===== config.mk =====
export PLATFORM = sky130hd
export DESIGN_NAME = seq_combo_lock
export DESIGN_NICKNAME = d
export VERILOG_FILES = /design/src/rtl/combo_lock_pkg.sv /design/src/rtl/edge_pulse.sv /design/src/rtl/seq_combo_lock.sv
export SDC_FILE = /design/constraint.sdc
export NUM_CORES = 1
export LEC_CHECK = 0
export BUFFER_PORTS_ARGS = -buffer_cell sky130_fd_sc_hd__buf_2
export CAP_MARGIN = 10
export CORE_MARGIN = 2
export CORE_UTILIZATION = 65
export DETAILED_ROUTE_END_ITERATION = 16
export PLACE_DENSITY_LB_ADDON = 0.15
export SYNTH_ARGS = -nofsm -noshare
export SYNTH_HDL_FRONTEND = slang
export SYNTH_HIERARCHICAL = 1
export SYNTH_SLANG_ARGS = --single-unit

===== constraint.sdc =====
create_clock -name Clock -period 4.4 [get_ports Clock]
set_clock_uncertainty 0.05 [all_clocks]
set_input_delay 0.44 -clock Clock [delete_from_list [all_inputs] [get_ports Clock]]
set_output_delay 0.44 -clock Clock [all_outputs]
set_load 0.05 [all_outputs]

===== src/rtl/combo_lock_pkg.sv =====
// Shared definitions for the multi-digit combination lock: state encodings
// (which double as the status code seen by the hex display decoder) and
// width helpers used by the lock core.
package combo_lock_pkg;

  // Status encodings are consumed directly by the display decoder.
  typedef enum logic [2:0] {
    ST_LOCKED   = 3'd0,
    ST_OPEN     = 3'd1,
    ST_NEW_CODE = 3'd2,
    ST_CONFIRM  = 3'd3,
    ST_LOCKOUT  = 3'd4
  } state_t;

  localparam int STATUS_W = 3;

  // Width of the digit index; a one-digit code still gets a 1-bit index.
  function automatic int idx_width(input int digits);
    return (digits > 1) ? $clog2(digits) : 1;
  endfunction

  // Width of a counter that must hold the value max_val inclusive.
  function automatic int count_width(input int max_val);
    return (max_val > 1) ? $clog2(max_val + 1) : 1;
  endfunction

endpackage


===== src/rtl/edge_pulse.sv =====
// Rising-edge detector for a synchronous level button. The history register
// resets high, so a button that is already held when reset releases does not
// produce a press; it must be released and pressed again.
module edge_pulse (
  input  logic i_clk,
  input  logic i_rst,
  input  logic i_level,
  output logic o_pulse
);

  logic r_prev;

  // Remember last cycle's level to detect a low-to-high transition.
  always_ff @(posedge i_clk or posedge i_rst) begin
    if (i_rst) begin
      r_prev <= 1'b1;
    end else begin
      r_prev <= i_level;
    end
  end

  assign o_pulse = i_level & ~r_prev;

endmodule


===== src/rtl/seq_combo_lock.sv =====
// Multi-digit combination lock core. A code of DIGITS digits, WIDTH bits
// each, is keyed one digit per enter press (digit 0 first). Consecutive
// failed attempts lead to a timed lockout; the code can be changed from OPEN
// with an enter-then-confirm sequence that a change press aborts.
module seq_combo_lock
  import combo_lock_pkg::*;
#(
  parameter int                          DIGITS         = 4,
  parameter int                          WIDTH          = 4,
  parameter int                          MAX_TRIES      = 3,
  parameter int                          LOCKOUT_CYCLES = 1024,
  parameter logic [DIGITS*WIDTH-1:0]     RESET_COMBO    = '0,
  localparam int                         IDX_W          = idx_width(DIGITS)
) (
  input  logic                  Clock,
  input  logic                  Reset,
  input  logic [WIDTH-1:0]      combo,
  input  logic                  enter,
  input  logic                  change,
  output logic [STATUS_W-1:0]   status,
  output logic                  is_open,
  output logic                  locked_out,
  output logic                  err,
  output logic [IDX_W-1:0]      digit_idx
);

  localparam int CODE_W = DIGITS * WIDTH;
  localparam int TRY_W  = count_width(MAX_TRIES);
  localparam int LCK_W  = count_width(LOCKOUT_CYCLES);

  // Control and datapath registers.
  state_t              r_state;
  logic [IDX_W-1:0]    r_idx;
  logic                r_mis;
  logic [TRY_W-1:0]    r_tries;
  logic [LCK_W-1:0]    r_lock_cnt;
  logic [CODE_W-1:0]   r_code;
  logic [CODE_W-1:0]   r_pend;
  logic                r_err;

  // Press strobes and per-digit comparisons.
  logic                w_enter_p;
  logic                w_change_p;
  logic                w_last;
  logic [WIDTH-1:0]    w_stored_digit;
  logic [WIDTH-1:0]    w_pend_digit;
  logic                w_mis_stored;
  logic                w_mis_pend;
  logic [TRY_W-1:0]    w_tries_inc;

  edge_pulse u_enter_edge (
    .i_clk   (Clock),
    .i_rst   (Reset),
    .i_level (enter),
    .o_pulse (w_enter_p)
  );

  edge_pulse u_change_edge (
    .i_clk   (Clock),
    .i_rst   (Reset),
    .i_level (change),
    .o_pulse (w_change_p)
  );

  // The digit addressed by the current index, from the stored and pending codes.
  assign w_stored_digit = r_code[int'(r_idx) * WIDTH +: WIDTH];
  assign w_pend_digit   = r_pend[int'(r_idx) * WIDTH +: WIDTH];
  assign w_mis_stored   = (combo != w_stored_digit);
  assign w_mis_pend     = (combo != w_pend_digit);
  assign w_last         = (r_idx == IDX_W'(DIGITS - 1));
  assign w_tries_inc    = r_tries + TRY_W'(1);

  // Lock state machine: digit sequencing, try counting, lockout timing and
  // the two-pass code change all advance together on a single press.
  always_ff @(posedge Clock or posedge Reset) begin
    if (Reset) begin
      r_state    <= ST_LOCKED;
      r_idx      <= '0;
      r_mis      <= 1'b0;
      r_tries    <= '0;
      r_lock_cnt <= '0;
      r_code     <= RESET_COMBO;
      r_pend     <= '0;
      r_err      <= 1'b0;
    end else begin
      r_err <= 1'b0;
      unique case (r_state)
        ST_LOCKED: begin
          // change is meaningless while locked
          if (w_enter_p) begin
            if (w_last) begin
              r_idx <= '0;
              r_mis <= 1'b0;
              if (!(r_mis || w_mis_stored)) begin
                r_state <= ST_OPEN;
                r_tries <= '0;
              end else begin
                r_err   <= 1'b1;
                r_tries <= w_tries_inc;
                if (w_tries_inc == TRY_W'(MAX_TRIES)) begin
                  r_state    <= ST_LOCKOUT;
                  r_lock_cnt <= LCK_W'(LOCKOUT_CYCLES);
                end
              end
            end else begin
              r_idx <= r_idx + IDX_W'(1);
              r_mis <= r_mis | w_mis_stored;
            end
          end
        end

        ST_OPEN: begin
          // A code change takes priority over relocking on a simultaneous press.
          if (w_change_p) begin
            r_state <= ST_NEW_CODE;
            r_idx   <= '0;
            r_mis   <= 1'b0;
            r_pend  <= '0;
          end else if (w_enter_p) begin
            r_state <= ST_LOCKED;
            r_idx   <= '0;
            r_mis   <= 1'b0;
          end
        end

        ST_NEW_CODE: begin
          if (w_change_p) begin
            r_state <= ST_OPEN;
            r_idx   <= '0;
            r_mis   <= 1'b0;
            r_pend  <= '0;
          end else if (w_enter_p) begin
            r_pend[int'(r_idx) * WIDTH +: WIDTH] <= combo;
            if (w_last) begin
              r_state <= ST_CONFIRM;
              r_idx   <= '0;
              r_mis   <= 1'b0;
            end else begin
              r_idx <= r_idx + IDX_W'(1);
            end
          end
        end

        ST_CONFIRM: begin
          if (w_change_p) begin
            r_state <= ST_OPEN;
            r_idx   <= '0;
            r_mis   <= 1'b0;
            r_pend  <= '0;
          end else if (w_enter_p) begin
            if (w_last) begin
              // Either way the pending code is finished with; only a clean
              // confirmation replaces the stored code.
              if (!(r_mis || w_mis_pend)) begin
                r_code <= r_pend;
              end else begin
                r_err <= 1'b1;
              end
              r_state <= ST_OPEN;
              r_idx   <= '0;
              r_mis   <= 1'b0;
              r_pend  <= '0;
            end else begin
              r_idx <= r_idx + IDX_W'(1);
              r_mis <= r_mis | w_mis_pend;
            end
          end
        end

        ST_LOCKOUT: begin
          // Leaving when the counter is at 1 keeps LOCKOUT visible for
          // exactly LOCKOUT_CYCLES cycles after the load.
          if (r_lock_cnt <= LCK_W'(1)) begin
            r_state    <= ST_LOCKED;
            r_lock_cnt <= '0;
            r_tries    <= '0;
            r_idx      <= '0;
            r_mis      <= 1'b0;
          end else begin
            r_lock_cnt <= r_lock_cnt - LCK_W'(1);
          end
        end

        default: begin
          r_state <= ST_LOCKED;
          r_idx   <= '0;
          r_mis   <= 1'b0;
        end
      endcase
    end
  end

  assign status     = r_state;
  assign is_open    = (r_state == ST_OPEN);
  assign locked_out = (r_state == ST_LOCKOUT);
  assign err        = r_err;
  assign digit_idx  = r_idx;

endmodule


; ---- Word-level counts from Yosys, hierarchy flattened
; Cells that the tools add are included.
; W data, S select, Z words.
[totals]
word_cells = 119
ff_bits = 54
out_inout_bits = 8
[op_classes]
magnitude_cmp = 1
shifts = 4
n_eq_ne = 20
add_sub_neg = 4
bitwise = 8
reduce_logical = 13
n_mux = 59
[op_table]
columns = op, count
row1 = $mux W16, 6
row2 = $mux W11, 5
row3 = $pmux W16 S3, 1
row4 = $mux W3, 13
row5 = $neg A4 Y33, 1
row6 = $shift A4 B33 Y16 const A, 1
row7 = $shiftx A4 B33 Y16, 1
row8 = $shiftx A16 B5 Y4, 2
row9 = $pmux W11 S2, 1
row10 = $mux W1, 18
row11 = $mux W2, 9
row12 = $bwmux W16, 1
row13 = $pmux W3 S5, 1
row14 = $reduce_and A5 Y1, 3
row15 = $le A11 B1 Y1 const B, 1
row16 = $sub A11 B1 Y11 const B, 1
row17 = $ne A3 B1 Y1 const B, 3
row18 = $reduce_and A9 Y1, 1
row19 = $ne A4 B4 Y1, 2
row20 = $pmux W2 S4, 1
row21 = $eq A3 B2 Y1 const B, 2
row22 = $ne A2 B1 Y1 const B, 3
row23 = $ne A2 B2 Y1 const B, 3
row24 = $ne A3 B2 Y1 const B, 2
row25 = 19 further kinds, 27

; ---- Longest topological paths before layout
[logic_depth]
word_depth = 8
mapped_depth = 8
ltp_nobuf = 6

; ---- By module
; Netlist, hierarchy kept.
[by_module_without_submodules]
columns = mod, seq_area_each_um2, cells_each, n_inst, area_each_um2
row1 = seq_combo_lock, 1301.2, 256, 1, 2915.3
row2 = edge_pulse, 26.3, 3, 2, 43.8

; ---- Worst setup path before layout
; Ideal clock, no wire load.
[synth_timing]
kind = reg2reg
startpoint = register r_idx[0], in the netlist digit_idx[0]
endpoint = register r_code[0]
arrival_ns = 2.570
path_stages_with_launch = 8
path_slack_ns = 1.655
n_path_buf = 2
period_less_slack_ns = 2.745
cell_sequence = dfrtp_1 -> buf_6 -> mux4_2 -> mux2_2 -> nand4_2 -> nor3b_4 -> buf_12 -> mux2_4
[synth_between]
elab_chain_cells = 5
word_cells_on_any_way = 6
classes_between = 2 x eq/ne / 1 x shift / 1 x bitwise / 2 x reduce/logical
[synth_lines]
columns = item, line
row1 = from (decl), seq_combo_lock.sv:33  ; logic [IDX_W-1:0] r_idx;
row2 = from (signal assigned), seq_combo_lock.sv:106  ; r_idx <= r_idx + IDX_W'(1);
row3 = from (signal assigned), seq_combo_lock.sv:139  ; r_idx <= r_idx + IDX_W'(1);
row4 = from (signal assigned), seq_combo_lock.sv:164  ; r_idx <= r_idx + IDX_W'(1);
row5 = $shiftx A16 B5 Y4, seq_combo_lock.sv:67  ; assign w_pend_digit = r_pend[int'(r_idx) * WIDTH +: WIDTH];
row6 = $ne A4 B4 Y1, seq_combo_lock.sv:69  ; assign w_mis_pend = (combo != w_pend_digit);
row7 = $logic_or A1 B1 Y1, seq_combo_lock.sv:154  ; if (!(r_mis || w_mis_pend)) begin
row8 = $not A1 Y1 (no source line), --
row9 = $reduce_and A5 Y1 (no source line) *, --
row10 = to (signal assigned), seq_combo_lock.sv:155  ; r_code <= r_pend;
row11 = to (decl), seq_combo_lock.sv:37  ; logic [CODE_W-1:0] r_code;
; Mark *: on every way between the ends. The rest lies on a longest branch, timed or not.
; A chain may end at the register's enable or synchronous reset.

; ---- Final worst setup path
[layout_timing]
startpoint = register r_idx[0], in the netlist digit_idx[0]
endpoint = register r_pend[3]
[layout_between]
elab_chain_cells = 6
word_cells_on_any_way = 10
classes_between = 1 x add/sub / 2 x eq/ne / 2 x shift / 4 x mux / 1 x reduce/logical
[layout_lines]
columns = item, line
row1 = $neg A4 Y33, seq_combo_lock.sv:133  ; r_pend[int'(r_idx) * WIDTH +: WIDTH] <= combo;
row2 = $shiftx A4 B33 Y16 or $shift A4 B33 Y16 (tied branches), seq_combo_lock.sv:133
row3 = $bwmux W16, seq_combo_lock.sv:133
row4 = $mux W16, seq_combo_lock.sv:132  ; end else if (w_enter_p) begin
row5 = $mux W16, seq_combo_lock.sv:127  ; if (w_change_p) begin
row6 = $pmux W16 S3, seq_combo_lock.sv:87  ; unique case (r_state)
row7 = "to (signal, indexed assignment)", seq_combo_lock.sv:133
row8 = to (decl), seq_combo_lock.sv:38  ; logic [CODE_W-1:0] r_pend;
; Several ways; a longest one is shown, not always the timed one. The select of a mux whose other input is x is not followed.

==> qor.csv <==
stage,metric,value,unit
global_routing,gr-usage-all-layers,0.253,
power_and_ir_drop,internal-power,947,µW
route,routedWlPerCell,18.7,µm
finish,num-nets-final,288,
yosys,syn_inst,262,
placed_design,place_congestion,0.846,
clock_network,cts-root-buf,clkbuf_8,
sta,worst_pin_slew,1310,ps
power_and_ir_drop,p_sw,593,µW
yosys,ys_top_cells_by_area,"dfrtp_1, mux2_4, a22o_1",
yosys,yosysTopAreaCell,dfrtp_1,
critical_path,timing.critical_path.to,r_pend[3],
route,routed_wl,6100,µm
finish,design_area,3190,µm²
yosys,yosys_register_bits,54,
sta,setup_viol_count_final,0,
yosys,ys_types,56,
floorplanning,die_area,5180,µm²
sta,maxSlewViolCount,0,
placed_design,dp_slack,1550,ps
critical_path,cp-start-kind,flop,
yosys,yosysTopAreaCellShare,0.433,
route,ant_nets,0,
placed_design,io_buffer_count,15,
finish,syn_to_final_growth,6.25,%
critical_path,cp_num_buf_inv,1,
yosys,synth_edf_count,0,
power_and_ir_drop,power_frac_clock,0.214,
yosys,ys_warn_count,6,
sta,fin_hold_ws,81.0,ps
sta,max_freq,342,MHz
floorplanning,io_pins,16,
yosys,avgSynthCellArea,11.5,µm²
clock_network,clk_latency,310,ps
sta,fin_setup_tns,0,ps
critical_path,cp.required,4580,ps
route,dr.pass1.iters,4,
route,vias_per_cell,6.52,
clock_network,cts_tree,built,
yosys,async_reset_ff_frac,1.00,
power_and_ir_drop,p_seq_frac,0.464,
sta,hold_viol_final,0,
finish,drive_above_1_share,0.230,
global_routing,grt_overflow,0,
sta,finalCritPeriodShare,0.665,
clock_network,cts_made_buffers,5,
clock_network,post_cts_resized,0,
clock_network,clk_path_buf_depth,2,
critical_path,rr_worst_depth,5,
route,drc,0,
critical_path,reg2reg_to,r_pend[3],
power_and_ir_drop,switching_share,0.385,
placed_design,hpwl,4220,µm
placed_design,placed_area,3080,µm²
floorplanning,initial_core_util,0.680,
floorplanning,rows,24,
critical_path,crit_chain,"inv_1, ha_1, nor4b_1, nand3_1, o21ai_0",
critical_path,arrival,3110,ps
critical_path,r2r_slack,1470,ps
global_routing,first_global_vias,1919,
sta,fin_crit,2930,ps
yosys,syn_nets,277,
critical_path,critPathMaxStageDelay,1100,ps
critical_path,worstReg2RegStart,digit_idx[0],
global_routing,grt_pass1_wl,9860,µm
clock_network,htreeDepth,2,
yosys,ys.flop_type,dfrtp_1,
clock_network,cts_setup_buffers,0,
yosys,netlist_area,3000,µm²
power_and_ir_drop,irDropWorstVdd,0.000302,V
critical_path,worstPathMaxFanout,18,
finish,antenna_cells,0,
critical_path,path_depth,5,
yosys,seq_area_frac_synth,0.451,
route,vias,2127,
run_status,status,completed,
global_routing,grt_max_degree,53,
critical_path,critical_path.startpoint,digit_idx[0],
critical_path,critPathKind,flop to flop,
power_and_ir_drop,leakage,0.00147,µW
sta,grt_setup_unrepaired,false,
clock_network,clkTransAtPathRegs,100,ps
floorplanning,die_y,72.0,µm
power_and_ir_drop,powerDensity,483,nW/µm²
route,drtIter0Drc,186,
floorplanning,die_w,72.0,µm
clock_network,cts.sinks,54,
min_path,hp-class,primary input to async pin,
sta,fin_ws,1470,ps
global_routing,antenna_found_initial,0,
critical_path,end_kind,flop,
critical_path,crit_slowest_cell,nor4b_1,
job,maxCapViolCount,0,
floorplanning,coreArea,4410,µm²
clock_network,cts_hold_buf,0,
sta,slew_headroom,0.115,
power_and_ir_drop,combPwrFrac,0.322,
critical_path,crit_family,simple AND/OR/NAND/NOR gates,
[synthesized netlist by cell type, drive strengths merged, types with 3 or more instances]
| cell | n |
|---|---|
| nor2b | 4 |
| ha | 7 |
| o31ai | 7 |
| a21oi | 10 |
| mux4 | 7 |
| xor2 | 3 |
| xnor2 | 4 |
| inv | 21 |
| or2 | 4 |
| a31oi | 6 |
| nand2 | 9 |
| clkbuf | 4 |
| a22o | 14 |
| nor3b | 3 |
| mux2 | 17 |
| and2 | 3 |
| nor3 | 7 |
| or3 | 5 |
| nor2 | 9 |
| o21ai | 16 |
| nand3 | 7 |
| dfrtp | 52 |
| mux2i | 6 |
| buf | 9 |
| o22ai | 3 |
[sequential cells by signal, summed over array words and instances (netlist names)]
name                  cells
r_tries                   2
digit_idx                 2
u_enter_edge/r_prev       1
r_mis                     1
r_code                   16
u_change_edge/r_prev      1
err                       1
r_lock_cnt               11
status                    3
r_pend                   16
[per-stage QoR]
| stage | std cells | power (µW) | utilization |
|---|---|---|---|
| after floorplan | 262 | 1100 | - |
| after global placement | 318 | 1200 | 0.698 |
| after detailed placement | 318 | 1210 | 0.698 |
| after CTS | 326 | 1540 | 0.723 |
| after global routing | 326 | 1630 | 0.723 |
| final | 326 | 1540 | 0.723 |
[placed cells by master (no fill, tap or decap), types with 3 or more instances in the layout]
| master | instances |
|---|---|
| clkbuf_8 | 5 |
| a21oi_1 | 10 |
| buf_2 | 15 |
| o21ai_0 | 15 |
| inv_1 | 20 |
| dfrtp_1 | 52 |
| o31ai_1 | 6 |
| nor2_1 | 9 |
| and2_1 | 3 |
| nand2_1 | 9 |
| xnor2_1 | 3 |
| or2_2 | 3 |
| xor2_1 | 3 |
| nor3_1 | 7 |
| a31oi_1 | 6 |
| or3_1 | 5 |
| ha_1 | 7 |
| nand3_1 | 7 |
| mux2_2 | 7 |
| mux4_2 | 5 |
| o22ai_1 | 3 |
| mux2_4 | 10 |
| mux2i_1 | 6 |
| a22o_1 | 14 |
[power groups by stage]
| stage | registers, µW | logic, µW | clock network, µW |
|---|---|---|---|
| after global placement | 716 | 483 | 0 |
| after CTS | 713 | 496 | 332 |
| after detailed placement | 722 | 493 | 0 |
| after floorplan | 706 | 397 | 0 |
| after global routing | 729 | 548 | 352 |
| final | 714 | 496 | 330 |
[layout make-up]
class	instances	area [µm²]
timing repair buffer	17	90.1
multi-input combinational	174	1490
sequential	54	1350
clock buffer	5	68.8
clock inverter	3	40.0
fill	322	1220
tap	52	65.1
inverter	21	78.8
[layer usage]
| layer | GRT usage | wire [µm] |
|---|---|---|
| met1 | 0.387 | 3010 |
| met2 | 0.383 | 2770 |
| met3 | 0.0444 | 253 |
| met4 | 0.0566 | 62 |
| met5 | 0 | 0 |
[how the worst min path moves through the flow]
| stage | slack, ps | end | start |
|---|---|---|---|
| after floorplan | 280 | u_change_edge/r_prev | Reset |
| after global placement | 410 | u_enter_edge/r_prev | Reset |
| after detailed placement | 410 | u_enter_edge/r_prev | Reset |
| after CTS | 80 | u_enter_edge/r_prev | Reset |
| after global routing | 80 | u_enter_edge/r_prev | Reset |
| final | 80 | u_enter_edge/r_prev | Reset |
[logic make-up (layout without fill, tap and decap cells)]
| family | Yosys count | in the layout | synth area share |
|---|---|---|---|
| buf+inv | 34 | 46 | 0.0517 |
| compound gates | 67 | 67 | 0.163 |
| xor+xnor | 7 | 7 | 0.0229 |
| simple gates | 63 | 63 | 0.131 |
| flops | 54 | 54 | 0.451 |
| mux | 30 | 30 | 0.151 |
| fa+ha+maj | 7 | 7 | 0.0292 |
[worst reg2reg max path, stage by stage, from the launching register on]
cell and delay, ps:
dfrtp_1 820, inv_1 170, ha_1 390, nor4b_1 1100, nand3_1 180, o21ai_0 130
No activity file was read; power rests on OpenSTA's default activity.
